[config.mk]
export PLATFORM = sky130hd
export DESIGN_NAME = regfile_sb
export DESIGN_NICKNAME = d
export VERILOG_FILES = /design/src/rtl/regfile_sb.sv
export SDC_FILE = /design/constraint.sdc
export NUM_CORES = 2
export LEC_CHECK = 0
export BUFFER_PORTS_ARGS = -buffer_cell sky130_fd_sc_hd__buf_2
export CORE_ASPECT_RATIO = 0.9
export CORE_MARGIN = 3
export CORE_UTILIZATION = 50
export CTS_BUF_LIST = sky130_fd_sc_hd__clkbuf_4 sky130_fd_sc_hd__clkbuf_8
export CTS_CLUSTER_DIAMETER = 150
export DETAILED_ROUTE_END_ITERATION = 6
export GPL_ROUTABILITY_DRIVEN = 1
export GPL_TIMING_DRIVEN = 0
export PLACE_DENSITY = 0.69
export SKIP_CTS_REPAIR_TIMING = 1
export SLEW_MARGIN = 30
export SYNTH_ARGS = -nofsm -noshare
export SYNTH_HDL_FRONTEND = slang
export SYNTH_SLANG_ARGS = --single-unit
export TNS_END_PERCENT = 10
[constraint.sdc]
create_clock -name clk -period 2.5 [get_ports clk]
set_input_delay 0.125 -clock clk [delete_from_list [all_inputs] [get_ports clk]]
set_output_delay 0.125 -clock clk [all_outputs]
set_load 0.01 [all_outputs]
[src/rtl/regfile_sb.sv]
// Architectural GPR file with WB-to-ID bypass and a per-register in-flight write
// scoreboard that drives the ID hazard stall request.
module regfile_sb #(
  parameter int NREG = 32,
  parameter int DW   = 32,
  parameter int AW   = 5,
  parameter int CNTW = 2
) (
  input  logic          clk,
  input  logic          rst,
  input  logic          wb_we_i,
  input  logic [AW-1:0] wb_waddr_i,
  input  logic [DW-1:0] wb_wdata_i,
  input  logic          issue_i,
  input  logic          issue_we_i,
  input  logic [AW-1:0] issue_waddr_i,
  input  logic          flush_i,
  input  logic          re1_i,
  input  logic [AW-1:0] raddr1_i,
  output logic [DW-1:0] rdata1_o,
  input  logic          re2_i,
  input  logic [AW-1:0] raddr2_i,
  output logic [DW-1:0] rdata2_o,
  output logic          stallreq_o,
  output logic          sb_ovf_o
);

  localparam logic [CNTW-1:0] CNT_MAX = '1;
  localparam logic [CNTW-1:0] CNT_ONE = CNTW'(1);

  logic [DW-1:0]   gpr [NREG];
  logic [CNTW-1:0] cnt [NREG];
  logic [NREG-1:0] inc_vec;
  logic [NREG-1:0] dec_vec;
  logic            sb_ovf;

  always_ff @(posedge clk or negedge rst) begin
    if (!rst) begin
      // NOTE: the register array is reset on purpose (architectural state must read zero), so it maps to flops, not RAM.
      for (int r = 0; r < NREG; r++) gpr[r] <= '0;
    end else if (wb_we_i && wb_waddr_i != '0) begin
      gpr[wb_waddr_i] <= wb_wdata_i;
    end
  end

  always_comb begin
    // NOTE: defaults first so every bit is assigned on every path and no latch is inferred.
    inc_vec = '0;
    dec_vec = '0;
    for (int r = 1; r < NREG; r++) begin
      inc_vec[r] = issue_i && issue_we_i && (issue_waddr_i == AW'(r));
      dec_vec[r] = wb_we_i && (wb_waddr_i == AW'(r)) && (cnt[r] != '0);
    end
  end

  // Counter for r0 is only ever written by reset, so it stays zero.
  always_ff @(posedge clk or negedge rst) begin
    if (!rst) begin
      for (int r = 0; r < NREG; r++) cnt[r] <= '0;
      sb_ovf <= 1'b0;
    end else if (flush_i) begin
      for (int r = 1; r < NREG; r++) cnt[r] <= '0;
    end else begin
      // NOTE: non-blocking updates so each counter and the sticky flag change from pre-edge values only.
      for (int r = 1; r < NREG; r++) begin
        case ({inc_vec[r], dec_vec[r]})
          2'b10: begin
            if (cnt[r] == CNT_MAX) sb_ovf <= 1'b1;
            else                   cnt[r] <= cnt[r] + CNT_ONE;
          end
          2'b01:   cnt[r] <= cnt[r] - CNT_ONE;
          default: ;
        endcase
      end
    end
  end

  function automatic logic [DW-1:0] read_port(input logic re, input logic [AW-1:0] addr);
    if (!rst || !re || addr == '0)      return '0;
    if (wb_we_i && wb_waddr_i == addr)  return wb_wdata_i;
    return gpr[addr];
  endfunction

  // A hazard clears in the same cycle the last outstanding write retires at WB.
  function automatic logic hazard(input logic re, input logic [AW-1:0] addr);
    if (!rst || !re || addr == '0) return 1'b0;
    if (cnt[addr] == '0)           return 1'b0;
    return !(cnt[addr] == CNT_ONE && wb_we_i && wb_waddr_i == addr);
  endfunction

  always_comb begin
    rdata1_o   = read_port(re1_i, raddr1_i);
    rdata2_o   = read_port(re2_i, raddr2_i);
    stallreq_o = hazard(re1_i, raddr1_i) || hazard(re2_i, raddr2_i);
  end

  assign sb_ovf_o = sb_ovf;

endmodule
# Word-level counts from Yosys, hierarchy flattened
# Index checks and enable logic that the tools add are counted.
[op_classes]
add_sub_neg = 62
multipliers = 0
n_div = 0
magnitude_cmp = 4
n_eq_ne = 190
n_shift = 0
mux = 179
n_bitwise = 3
reduce_logical = 210
[op_table]
columns = ["cell", "n"]
rows = [
  ["$bwmux W1024", 1],
  ["$mux W32", 13],
  ["$bmux W32 S5", 2],
  ["$demux W32 S5", 1],
  ["$eq A5 B5 Y1 const B", 32],
  ["$eq A2 B2 Y1 const B", 62],
  ["$pmux W2 S2", 31],
  ["$logic_and A1 B1 Y1", 102],
  ["$mux W1", 93],
  ["$ne A3 B3 Y1 const B", 31],
  ["$reduce_bool A3 Y1", 31],
  ["$eq A5 B4 Y1 const B", 16],
  ["$mux W2", 35],
  ["$eq A2 B1 Y1 const B", 33],
  ["$add A2 B1 Y2 const B", 31],
  ["$mux W62", 1],
  ["$reduce_and A2 Y1", 31],
  ["$reduce_bool A2 Y1", 31],
  ["$sub A2 B1 Y2 const B", 31],
  ["$eq A5 B3 Y1 const B", 8],
  ["$bmux W2 S5", 2],
  ["$eq A5 B2 Y1 const B", 4],
  ["$ge A6 B6 Y1 const B", 3],
  ["$not A5 Y6", 3],
  ["other kinds (8)", 20],
]
[word_totals]
regBits = 1087
latchBits = 0
ram_bits = 0
rom_bits = 0
input_bits = 60
out_inout_bits = 66
word_cells = 712
n_memories = 0

# Longest topological paths before layout
[logic_depth]
word_depth = 78
ltp_mapped = 10
mapped_depth_nobuf = 6

# Least setup slack after synthesis
# OpenSTA, ideal clock, no wires.
[synth_path]
path_type = "input port to output port"
startpoint = "input raddr1_i[1]"
endpoint = "output rdata1_o[15]"
t_arrival_ns = 1.993
t_required_ns = 2.375
slack_ns = 0.382
path_stages = 8
n_path_buf = 4
cell_sequence = "buf_2 -> buf_6 -> buf_4 -> clkbuf_1 -> mux4_2 -> mux4_2 -> o211ai_1 -> nand2_1"
[synth_between]
elab_chain_cells = 6
elab_cells_between_ends = 14
classes_between = "1 x eq/ne; 9 x mux; 1 x bitwise; 3 x reduce/logical"
[synth_rtl]
columns = ["element", "line", "source"]
rows = [
  ["start, declared", "19", "input logic [AW-1:0] raddr1_i,"],
  ["$not A5 Y6 (implied by the code) / $eq A5 B5 Y1 (equally long branches)", "81, 80", ""],
  ["$bmux W32 S5 / $logic_and A1 B1 Y1 (equally long branches)", "81, 80", ""],
  ["$mux W32 (implied by the code) / $mux W1 (equally long branches) (2 in series)", "81, 80", ""],
  ["$mux W32", "81", "return gpr[addr];"],
  ["$mux W32 (*)", "80", "if (wb_we_i && wb_waddr_i == addr) return wb_wdata_i;"],
  ["end, declared", "20", "output logic [DW-1:0] rdata1_o,"],
]
# Mark *: on every way between the ends. The rest lies on a longest branch, timed or not. The select of a mux whose other input is x is not followed.

# Worst setup path in the final report
[layout_path]
startpoint = "register cnt[16] (netlist bit)"
endpoint = "output stallreq_o"
[layout_between]
elab_chain_cells = 10
elab_cells_between_ends = 27
classes_between = "2 x eq/ne; 16 x mux; 9 x reduce/logical"
[layout_rtl]
columns = ["element", "line", "source"]
rows = [
  ["start, declared", "32", "logic [CNTW-1:0] cnt [NREG];"],
  ["start signal, assigned by index", "69", "else cnt[r] <= cnt[r] + CNT_ONE;"],
  ["start signal, assigned by index", "71", "2'b01: cnt[r] <= cnt[r] - CNT_ONE;"],
  ["$bmux W2 S5", "87, 88", ""],
  ["$mux W2 (implied by the code) (2 in series)", "87, 88", ""],
  ["$eq A2 B1 Y1", "88", "return !(cnt[addr] == CNT_ONE && wb_we_i && wb_waddr_i == addr);"],
  ["$logic_and A1 B1 Y1 (2 in series)", "88", ""],
  ["$logic_not A1 Y1", "88", ""],
  ["$mux W1", "88", ""],
  ["$mux W1", "87", "if (cnt[addr] == '0) return 1'b0;"],
  ["$logic_or A1 B1 Y1 (*)", "94", "stallreq_o = hazard(re1_i, raddr1_i) || hazard(re2_i, raddr2_i);"],
  ["end, declared", "24", "output logic stallreq_o,"],
]
# Marks and branches as above.

==> flow_summary.toml <==
[drt]
detail_route.vias_per_cell = 7.11
drc = 26
via_count = 49700
drtIter0Drc = 8236
post_drt_wl_per_cell_um = 38.0
drt_first_pass_iters = 7
drt.antenna.violating_nets = 0
wl_um = 265000

[global_route]
grt_pass1_vias = 47300
met2_usage = 0.560
overflow = 0
grt_max_degree = 119
busiest_layer = "met2"
grt_pass1_wl_um = 362000
antenna_found_initial = 14
met1_usage = 0.524
grtUsageTotal = 0.425
met3_usage = 0.253

[sta]
worst_slack_ns = -0.768
tightest_slew_ns = 1.18
slew_headroom = 0.211
slew_violations = 0
hold_viol = 308
rsz0062_at_grt = "true"
period_share = 1.31
holdWs_ns = -0.462
setup_viol = 113
layout_min_cycle_time_ns = 3.27
setup-tns-final_ns = -38.65
finalClockSkew_ns = 0.0462
max_freq_ghz = 0.306

[finish]
fin_cells = 6981
fin_nets = 5296
drive_above_1_share = 0.388
regArea_mm2 = 0.0272
fill_cells = 9583
multi_input_area_mm2 = 0.0310
syn_to_final_growth_pct = 15.4

[power_and_ir_drop]
seq_power_share = 0.440
p_comb_frac = 0.219
ir_worst_vdd_v = 0.000451
p_switching_mw = 15.9
internal_power_mw = 36.5
pwr_density_cell_mw_per_mm2 = 758
power_frac_clock = 0.341
p_leak_nw = 31.2
p_sw_frac = 0.303

[floorplanning]
io_pins = 126
initial_core_util = 0.508
die-area_mm2 = 0.124
die_w_um = 371
rows = 119
fp.coreArea_mm2 = 0.118
die_h_um = 334

[yosys]
syn-instance-count = 4835
syn_nets = 4895
ys_seq_area_frac = 0.454
yosysUniqueCellTypes = 58
syn_area_per_cell_um2 = 12.4
yosys_warnings = 2
ys_ff_latch = 1087
synth_edf_count = 0
ys_async_sr_fraction = 1.00
netlist_area_mm2 = 0.0599
synthFlopType = "dfrtp_1"

[cts]
cts_made_buffers = 182
h-tree-depth = 4
clkSinkCount = 1087
insertion_delay_ns = 0.96
clk_pin_slew_worst_paths_ns = 0.06
cts_tree = "built"
clockRootBuffer = "clkbuf_8"
clk_path_buf_depth = 3

[status]
violations = "design-rule violations, negative hold slack, negative setup slack"
status = "finished with violations"

[placement]
dp_cells = 6555
pre_cts_slack_ns = -1.52
port_buffers = 113
dp_hpwl_um = 177000
routabilityCongestion = 1.03

[setup_path]
start_kind = "register"
crit_start = "cnt[16]"
timing.rr.start = "cnt[40]"
cp_slowest_stage_delay_ns = 0.47
required_ns = 2.38
crit_type = "reg -> out"
cp_slowest_cell = "mux4_2"
critPathMaxFanout = 8
cp-end-kind = "primary output"
crit_family = "multiplexers"
cp_data_arrival_time_ns = 3.14
cp_num_buf_inv = 1
crit_chain = "mux4_2 > mux2_2 > nor3b_2 > nor3b_1 > a31oi_1 > o211ai_1 > buf_2"

[job]
cap_violations = 0

[min_path]
worst_hold_path_type = "in -> async"
[layout by cell type (no fill, tap or decap), types with 31 or more instances in the layout]
cell type / instances
a21oi_1: 61
buf_16: 37
buf_2: 180
buf_4: 31
clkbuf_1: 226
clkbuf_2: 94
clkbuf_4: 102
clkbuf_8: 239
dfrtp_1: 1080
dlygate4sd3_1: 55
mux2_2: 639
mux2i_1: 43
mux4_2: 633
nand2_1: 1301
nand2b_1: 33
nor2_1: 73
nor3_1: 70
o21ai_0: 58
o22ai_1: 45
[flip-flops by register name (all words and copies together) (netlist names)]
register,cells
cnt,62
sb_ovf_o,1
gpr,1024
[Yosys cell counts, drive strengths merged, types with 16 or more instances]
master	instances	area [um2]
nor2b	32	200
o22ai	51	319
nand2	1310	4940
a211oi	18	135
nor3	79	395
buf	139	739
nand3	16	80.1
and2	24	150
o31ai	20	150
clkbuf	341	1280
mux4	633	14300
dfrtp	1087	27200
nand2b	33	206
mux2i	44	440
nor2	82	308
mux2	640	7210
o21ai	60	300
o211ai	30	230
nand4	28	175
a21oi	61	305
[layout make-up]
type,count,area share
diodes,20,0.000724
plain buffers,479,0.0351
clock buffers,304,0.0547
clock inverters,32,0.00411
inverters,6,0.000326
multi-input cells,3262,0.448
flip-flops and latches,1087,0.394
well taps,1573,0.0285
repair buffers,218,0.0342
[stage by stage]
stage          total power, mW  hold WS (ns)  instance area (um2)   util
2_1_floorplan             30.0        -0.171                59900      -
3_3_place_gp              33.3         0.441                62400  0.529
3_5_place_dp              33.9        0.0742                63400  0.538
4_1_cts                   51.3        -0.912                67500  0.572
5_1_grt                   53.7        -0.362                69000  0.586
6_report                  52.4        -0.462                69100  0.586
[worst register-to-register path: stages, from the launching register on]
cell and delay [ns]:
dfrtp_1 0.47, nand4_1 0.18, nand4_1 0.19, or4_1 0.57
o32a_1 0.36
[per-layer routing]
metal  share of wire  vias to the layer above
li1                -                    18500
met1            0.33                    25100
met2            0.40                     4860
met3            0.18                     1238
met4           0.082                       12
met5          0.0017                        -
[logic make-up (layout without fill, tap and decap cells)]
group                  after synthesis  in the layout  synth area share
flip-flops                        1087           1087             0.454
buffers and inverters              486           1039            0.0341
other                                0             20                 0
multiplexers                      1317           1317             0.366
XOR/XNOR                            22             22           0.00322
AND/OR/NAND/NOR                   1652           1652             0.114
AO/OA/AOI/OAI                      271            271            0.0280
[power groups by stage]
stage               registers (mW)  clock network [mW]  logic (mW)
finish                        23.1                17.9        11.5
global route                  23.3                18.5        11.9
CTS                           22.9                17.7        10.8
detailed placement            23.2                   0        10.7
floorplan                     22.4                   0        7.57
global placement              23.0                   0        10.3
[worst paths after layout]
path / to / slack [ns] / depth (start not counted)
worst max-delay path: stallreq_o / -0.77 / 7
worst min-delay path: gpr[226] / -0.46 / 5
worst max register to register: sb_ovf_o / 0.62 / 4
worst min register to register: gpr[1000] / 0.47 / 1
max in group asynchronous: gpr[144] / 0.92 / 8
min in group clk: cnt[48] / -0.04 / 6
Note: power is estimated with default switching activity, not from simulation.
